[src/rtl/mem_arb_pkg.sv]
// Shared definitions for the two-port memory arbiter: FSM encoding and port ids.
package mem_arb_pkg;

  // FSM state encoding
  localparam logic [1:0] ST_IDLE  = 2'd0;
  localparam logic [1:0] ST_ISSUE = 2'd1;
  localparam logic [1:0] ST_WAIT  = 2'd2;
  localparam logic [1:0] ST_ACK   = 2'd3;

  // Requester ids; also the bit position of each port in the grant vector
  localparam logic PORT_IF = 1'b0;
  localparam logic PORT_D  = 1'b1;

  // A byte address is word-aligned when its two low bits are zero
  function automatic logic is_misaligned(input logic [1:0] lsb);
    return lsb != 2'b00;
  endfunction

endpackage

[src/rtl/rr_arb2.sv]
// Two-way arbiter: round-robin or fixed D priority on ties, remembering the last winner.
module rr_arb2
  import mem_arb_pkg::*;
(
  input  logic       clk,
  input  logic       rst,
  input  logic [1:0] req_i,      // bit 0 = IF, bit 1 = D
  input  logic       mode_i,     // 1 = round-robin on ties, 0 = D always wins ties
  input  logic       advance_i,  // grant is being consumed this cycle
  output logic [1:0] grant_o
);

  logic last_grant_q, last_grant_d;

  // Combinational one-hot grant from current requests and last winner
  always_comb begin
    grant_o = 2'b00;
    case (req_i)
      2'b01:   grant_o = 2'b01;
      2'b10:   grant_o = 2'b10;
      2'b11: begin
        if (mode_i) begin
          grant_o = (last_grant_q == PORT_IF) ? 2'b10 : 2'b01;
        end else begin
          grant_o = 2'b10;
        end
      end
      default: grant_o = 2'b00;
    endcase
  end

  // Remember the winner of every consumed grant, error grants included
  always_comb begin
    last_grant_d = last_grant_q;
    if (advance_i && (grant_o != 2'b00)) begin
      last_grant_d = grant_o[1];
    end
  end

  // Last-grant register; IF counts as the previous winner out of reset
  always_ff @(posedge clk) begin
    if (rst) begin
      last_grant_q <= PORT_IF;
    end else begin
      last_grant_q <= last_grant_d;
    end
  end

endmodule

[src/rtl/mem_port_arbiter.sv]
// Shares one single-ported synchronous RAM between the IF (read-only) and D (read/write) ports.
// Each access runs IDLE -> ISSUE -> WAIT -> ACK; misaligned requests short-cut IDLE -> ACK.
module mem_port_arbiter
  import mem_arb_pkg::*;
#(
  parameter int unsigned ADDR_W      = 32,
  parameter int unsigned DATA_W      = 32,
  parameter int unsigned RR_EN       = 1,
  parameter int unsigned ALIGN_CHECK = 1
) (
  input  logic              clk,
  input  logic              rst,
  input  logic              if_req,
  input  logic [ADDR_W-1:0] if_addr,
  output logic              if_ack,
  output logic [DATA_W-1:0] if_rdata,
  output logic              if_err,
  input  logic              d_req,
  input  logic              d_we,
  input  logic [ADDR_W-1:0] d_addr,
  input  logic [DATA_W-1:0] d_wdata,
  output logic              d_ack,
  output logic [DATA_W-1:0] d_rdata,
  output logic              d_err,
  output logic              mem_cs,
  output logic              mem_oe,
  output logic              mem_we,
  output logic [ADDR_W-1:0] mem_addr,
  output logic [DATA_W-1:0] mem_din,
  input  logic [DATA_W-1:0] mem_dout,
  output logic              busy
);

  logic [1:0]        state_q, state_d;
  logic              port_q, port_d;
  logic              we_q, we_d;
  logic [ADDR_W-1:0] mem_addr_q, mem_addr_d;
  logic [DATA_W-1:0] mem_din_q, mem_din_d;
  logic              mem_cs_q, mem_cs_d, mem_oe_q, mem_oe_d, mem_we_q, mem_we_d;
  logic              if_ack_q, if_ack_d, if_err_q, if_err_d;
  logic              d_ack_q, d_ack_d, d_err_q, d_err_d;
  logic [DATA_W-1:0] if_rdata_q, if_rdata_d, d_rdata_q, d_rdata_d;
  logic              busy_q, busy_d;

  logic [1:0]        grant;
  logic              win_d;
  logic [ADDR_W-1:0] sel_addr;
  logic              sel_we;
  logic              sel_misal;

  rr_arb2 u_arb (
    .clk      (clk),
    .rst      (rst),
    .req_i    ({d_req, if_req}),
    .mode_i   (RR_EN != 0),
    .advance_i(state_q == ST_IDLE),
    .grant_o  (grant)
  );

  assign win_d     = grant[1];
  assign sel_addr  = win_d ? d_addr : if_addr;
  assign sel_we    = win_d & d_we;
  assign sel_misal = (ALIGN_CHECK != 0) && is_misaligned(sel_addr[1:0]);

  // Next-state and registered-output logic for the access sequencer
  always_comb begin
    state_d    = state_q;
    port_d     = port_q;
    we_d       = we_q;
    mem_addr_d = mem_addr_q;
    mem_din_d  = mem_din_q;
    mem_cs_d   = 1'b0;
    mem_oe_d   = 1'b0;
    mem_we_d   = 1'b0;
    if_ack_d   = 1'b0;
    if_err_d   = 1'b0;
    d_ack_d    = 1'b0;
    d_err_d    = 1'b0;
    if_rdata_d = if_rdata_q;
    d_rdata_d  = d_rdata_q;

    case (state_q)
      ST_IDLE: begin
        if (grant != 2'b00) begin
          port_d = win_d;
          we_d   = sel_we;
          if (sel_misal) begin
            // Reject without touching the RAM; ack immediately with error
            state_d  = ST_ACK;
            if_ack_d = ~win_d;
            if_err_d = ~win_d;
            d_ack_d  = win_d;
            d_err_d  = win_d;
          end else begin
            state_d    = ST_ISSUE;
            mem_addr_d = sel_addr;
            mem_cs_d   = 1'b1;
            mem_oe_d   = ~sel_we;
            mem_we_d   = sel_we;
            if (sel_we) begin
              mem_din_d = d_wdata;
            end
          end
        end
      end
      ST_ISSUE: state_d = ST_WAIT;
      ST_WAIT: begin
        // RAM registered its output at the end of ISSUE; capture it for reads
        state_d = ST_ACK;
        if (!we_q) begin
          if (port_q == PORT_D) begin
            d_rdata_d = mem_dout;
          end else begin
            if_rdata_d = mem_dout;
          end
        end
        if_ack_d = (port_q == PORT_IF);
        d_ack_d  = (port_q == PORT_D);
      end
      ST_ACK:  state_d = ST_IDLE;
      default: state_d = ST_IDLE;
    endcase

    busy_d = (state_d != ST_IDLE);
  end

  // State and output registers with synchronous reset
  always_ff @(posedge clk) begin
    if (rst) begin
      state_q    <= ST_IDLE;
      port_q     <= PORT_IF;
      we_q       <= 1'b0;
      mem_addr_q <= '0;
      mem_din_q  <= '0;
      mem_cs_q   <= 1'b0;
      mem_oe_q   <= 1'b0;
      mem_we_q   <= 1'b0;
      if_ack_q   <= 1'b0;
      if_err_q   <= 1'b0;
      d_ack_q    <= 1'b0;
      d_err_q    <= 1'b0;
      if_rdata_q <= '0;
      d_rdata_q  <= '0;
      busy_q     <= 1'b0;
    end else begin
      state_q    <= state_d;
      port_q     <= port_d;
      we_q       <= we_d;
      mem_addr_q <= mem_addr_d;
      mem_din_q  <= mem_din_d;
      mem_cs_q   <= mem_cs_d;
      mem_oe_q   <= mem_oe_d;
      mem_we_q   <= mem_we_d;
      if_ack_q   <= if_ack_d;
      if_err_q   <= if_err_d;
      d_ack_q    <= d_ack_d;
      d_err_q    <= d_err_d;
      if_rdata_q <= if_rdata_d;
      d_rdata_q  <= d_rdata_d;
      busy_q     <= busy_d;
    end
  end

  assign if_ack   = if_ack_q;
  assign if_err   = if_err_q;
  assign if_rdata = if_rdata_q;
  assign d_ack    = d_ack_q;
  assign d_err    = d_err_q;
  assign d_rdata  = d_rdata_q;
  assign mem_cs   = mem_cs_q;
  assign mem_oe   = mem_oe_q;
  assign mem_we   = mem_we_q;
  assign mem_addr = mem_addr_q;
  assign mem_din  = mem_din_q;
  assign busy     = busy_q;

endmodule

[config.mk]
export PLATFORM = sky130hd
export DESIGN_NAME = mem_port_arbiter
export DESIGN_NICKNAME = d
export VERILOG_FILES = /design/src/rtl/mem_arb_pkg.sv /design/src/rtl/rr_arb2.sv /design/src/rtl/mem_port_arbiter.sv
export SDC_FILE = /design/constraint.sdc
export NUM_CORES = 1
export LEC_CHECK = 0
export BUFFER_PORTS_ARGS = -buffer_cell sky130_fd_sc_hd__buf_2
export CORE_MARGIN = 2
export CORE_UTILIZATION = 45
export DETAILED_ROUTE_END_ITERATION = 10
export PLACE_DENSITY = 0.86
export SKIP_LAST_GASP = 1
export SLEW_MARGIN = 20
export SYNTH_ARGS = -nofsm -noshare
export SYNTH_HDL_FRONTEND = slang
export SYNTH_SLANG_ARGS = --single-unit
[constraint.sdc]
create_clock -name clk -period 2.27 [get_ports clk]
set_input_delay 0.1135 -clock clk [delete_from_list [all_inputs] [get_ports clk]]
set_output_delay 0.1135 -clock clk [all_outputs]
set_load 0.02 [all_outputs]
* Word level (Yosys, flattened, before mapping)
Index checks and enable logic that the tools add are counted.
** Operators by class
- Add/subtract/negate cells :: 0
- Multipliers :: 0
- Divide/modulo/power cells :: 0
- $lt $le $gt $ge :: 0
- Equality and inequality tests :: 6
- Shifts and indexed selects :: 0
- Mux-type cells :: 13
- Bitwise gates (word level) :: 8
- Reduce and logical (&&, ||, !) cells :: 13
** Operators with widths (count)
- 2-to-1 mux 32 bit :: 1
- AND reduction 3 bit :: 3
- equality test 2 bit, second input constant :: 4
- case mux 2 bit (4 select lines) :: 1
- NOT 1 bit :: 7
- 2-to-1 mux 2 bit :: 3
- case mux 2 bit (3 select lines) :: 1
- nonzero test 2 bit :: 3
- 2-to-1 mux 1 bit :: 5
- equality test 2 x 1 -> 1 bit, second input constant :: 2
- case mux 1 bit (2 select lines) :: 2
- AND reduction 4 bit :: 1
- OR reduction 4 bit :: 1
- OR reduction 3 bit :: 1
- logical NOT 2 bit :: 1
- AND reduction 2 bit :: 1
- OR reduction 2 bit :: 1
- bitwise AND 1 bit :: 1
- logical AND 1 bit :: 1
** Storage, ports and cells
- Bits in registers :: 141
- Latch bits :: 0
- Memory bits (writable) :: 0
- ROM bits :: 0
- Bits of input ports :: 133
- Output and inout bits :: 136
- Logic and storage cells :: 56
- Memories :: 0

* Depth between registers and ports, before layout
- Depth after elaboration :: 8
- Depth in mapped cells :: 8
- Depth with buffers taken out :: 6

* Cells and area by module
From an unflattened synthesis, not the netlist that was laid out.
** Second synthesis, totals
- Cells, all modules :: 666
- Area, all modules :: 5743.0 µm²
** By module, submodules not included
- mem_port_arbiter :: times used 1, cells each 655, area an instance 5665.4 µm², sequential area each 2802.7 µm²
- rr_arb2 :: times used 1, cells each 11, area an instance 77.6 µm², sequential area each 20.0 µm²

* Least setup slack after synthesis
Ideal clock, no wire load.
- Kind :: reg2reg
- From :: reg state_q[0]
- To :: reg if_rdata_q[10] (netlist: if_rdata[10])
- Library setup time :: 0.070 ns
- Data arrival time :: 1.326 ns
- Required time :: 2.200 ns
- Setup slack :: 0.874 ns
- Stages on the path, launching flop included :: 7
- Buffers on the path :: 1
- Clock period less this slack :: 1.396 ns
- Path through :: dfxtp_1 > inv_1 > ha_1 > nor3b_2 > clkbuf_1 > nand2_1 > a21oi_1
** Between the ends
- Longest elaborated chain between the ends :: 2
** RTL lines
- start, declared :: line mem_port_arbiter.sv:34 : logic [1:0] state_q, state_d;
- start signal, assigned :: line mem_port_arbiter.sv:146 : state_q <= state_d;
- equality test 2 bit :: line mem_port_arbiter.sv:82 : case (state_q)
- AND reduction 3 bit (no line)
- end signal, assigned :: line mem_port_arbiter.sv:158 : if_rdata_q <= if_rdata_d;
- end, declared :: line mem_port_arbiter.sv:42 : logic [DATA_W-1:0] if_rdata_q, if_rdata_d, d_rdata_q, d_rdata_d;
No other way between the ends.
A chain may end at the register's enable or synchronous reset.

==> results_dict.tcl <==
set metrics [dict create \
    clk_path_buf_depth 2 \
    cp-end-kind "flop" \
    drt_pass1_iterations 6 \
    status "complete, no violations" \
    cts_tree "yes" \
    synth_cell_types 32 \
    post-route-period-util_pct 79.4 \
    fin_worst_skew_ps 7.51 \
    async_flop_share_pct 0 \
    ys.warnings.count 0 \
    reg2reg_depth 5 \
    reg2reg_slack_ps 470 \
    syn_nets 788 \
    ir_worst_vdd_uv 768 \
    stdcell_count 1120 \
    vias 5963 \
    grt_use_total_pct 27.7 \
    ys_seq_area_share_pct 52.6 \
    h-tree-depth 4 \
    viasPerCell 5.32 \
    pwr-share-comb_pct 25.9 \
    setup_viol 0 \
    drt_iter0_markers 602 \
    ant_nets 0 \
    period_needed_ps 1800 \
    tns_ps 0 \
    yosysTopAreaCellShare_pct 52.6 \
    r2r_start "port_q" \
    worstHoldEndpoint "port_q" \
    placed_cells 1024 \
    areaGrowthSynthToFinish_pct 49.5 \
    rsz0062_at_grt "false" \
    r2r-end "mem_addr[14]" \
    antenna_found_initial 0 \
    n_fill_cell 841 \
    synth_largest_area_cell "dfxtp_1" \
    dieArea_um2 12700 \
    cp.required_ps 2570 \
    postSynthAreaPerCell_um2 8.16 \
    fp.dieW_um 113 \
    diodes 0 \
    cts_buffers 17 \
    worst_setup_path_start_kind "flop" \
    grt_start_max_net_pins 68 \
    crit_type "flop to flop" \
    synth_flop_cell "dfxtp_1" \
    syn_area_um2 5330 \
    start_util_pct 46.4 \
    final_layout_size_suffix_gt1_share_pct 32.4 \
    holdPathStages 2 \
    p_leak_uw 0.00390 \
    gp_congestion 0.799 \
    cp.arrival_ps 2110 \
    dpl.hpwl_um 10900 \
    intPower_uw 5100 \
    post_cts_resized 0 \
    clk_pin_slew_ps 60 \
    hold_start "if_req" \
    setup_slack_ps 467 \
    stdcell_area_um2 7960 \
    p_clk_share_pct 35.0 \
    routed_wl_um 17900 \
    overflow 0 \
    drv_cap 0 \
    crit_fanout 33 \
    switching_share_pct 31.7 \
    synth-seq-cells 140 \
    placedInstanceArea_um2 6760 \
    p_switching_uw 2370 \
    p_per_area_nw_per_um2 938 \
    core_um2 11500 \
    postSynthCellCount 653 \
    cts_root_buf "clkbuf_16" \
    max_slew_margin_pct 43.1 \
    num_io_pins 269 \
    wire_per_inst_um 16.0 \
    seqPwrFrac_pct 39.1 \
    mostFrequentLayoutCells "buf_2, nand2_1, dfxtp_1, a21oi_1, dlygate4sd3_1" \
    insertion_delay_ps 410 \
    synth_edf_count 0 \
    grt_pass1_vias 5851 \
    timing.fmax_mhz 555 \
    die_h_um 113 \
    layout.nets 1100 \
    mostFrequentLayoutCell "buf_2" \
    worstMarginPinSlew_ps 854 \
    holdCritPathClass "primary input to flop" \
    route.detailed.drc 0 \
    clock-sinks 140 \
    synthTopCellsByArea "dfxtp_1, nand2_1, a21oi_1" \
    maxSlewViolCount 0 \
    grt_pass1_wl_um 28100 \
    io_buffers 268 \
    final_util_pct 69.4 \
    std_cell_rows 39 \
    hold_viol_final 0 \
    place_ws_ps 482 \
]
## layout make-up
cell class	instances	area [um^2]	area share [%]
Multi-Input combinational cell	451	2270	28.5
Tap cell	143	179	2.25
Inverter	6	22.5	0.283
Clock buffer	23	458	5.75
Timing Repair Buffer	349	2140	26.9
Sequential cell	140	2800	35.2
Clock inverter	8	93.8	1.18
## critical path, stage by stage (launching register included)
cell,delay (ps)
dfxtp_1,530
a21bo_2,410
nor2_1,120
o21a_1,240
buf_12,170
o211a_1,210
## sequential cells by signal (all words and copies together) (netlist names)
signal and cells:
if_err 1, if_ack 1, d_ack 1, mem_din 32, state_q 2, we_q 1, port_q 1, d_err 1
mem_addr 32, mem_cs 1, mem_oe 1, busy 1, if_rdata 32, mem_we 1, d_rdata 32
## kinds of logic (layout without fill, tap and decap cells)
family,count (synthesis),in the layout,share of synthesized area [%]
and+or+nand+nor,280,280,22.3
AOI/OAI and AO/OA,169,169,19.6
DFF,140,140,52.6
buffers and inverters,62,386,5.05
adders and majority gates,2,2,0.470
## Yosys cell counts (2+ instances only)
master / count
buf_1: 2
buf_4: 6
clkbuf_1: 37
a21oi_1: 97
nor2_1: 7
o21a_1: 2
nand3b_1: 2
ha_1: 2
o21ai_0: 32
o211a_1: 30
dfxtp_1: 140
buf_2: 11
a31o_2: 2
nor3b_2: 2
inv_1: 5
nand2_1: 195
nor3_1: 64
and3_1: 3
## through the flow
stage | total power [uW] | hold slack (ps)
final | 7470 | 34.5
after global routing | 7810 | 40.6
after CTS | 7480 | 17.9
after detailed placement | 4780 | 360
after global placement | 4750 | 354
after floorplan | 4090 | 250
## per-layer routing
metal,track usage (%),up-vias,part of all wire [%]
li1,-,2833,-
met2,48.3,305,50
met3,7.66,65,7.8
met1,30.5,2760,38
met4,14.8,0,4.3
met5,0,-,0
## what timing repair did
action,4_1_cts,5_1_grt
hold buffers,65,0
endpoints found under the hold margin,96,0
setup buffers,0,0
## worst max-delay path by stage
| stage | from | endpoint | slack (ps) | depth (start not counted) |
|---|---|---|---|---|
| after floorplan | state_q[0] | if_rdata[10] | 870 | 6 |
| after global placement | port_q | mem_addr[25] | 540 | 5 |
| after detailed placement | port_q | mem_addr[25] | 480 | 5 |
| after CTS | port_q | mem_addr[30] | 480 | 5 |
| after global routing | port_q | mem_addr[0] | 360 | 4 |
| final | port_q | mem_addr[14] | 470 | 5 |
## power groups by stage
stage               Combinational [uW]  Sequential [uW]  Clock (uW)
CTS                               1920             2920        2640
global placement                  1800             2950           0
floorplan                          812             3270           0
detailed placement                1820             2960           0
global route                      2100             2950        2760
finish                            1930             2920        2620
Power figures use the tool's default switching activity.
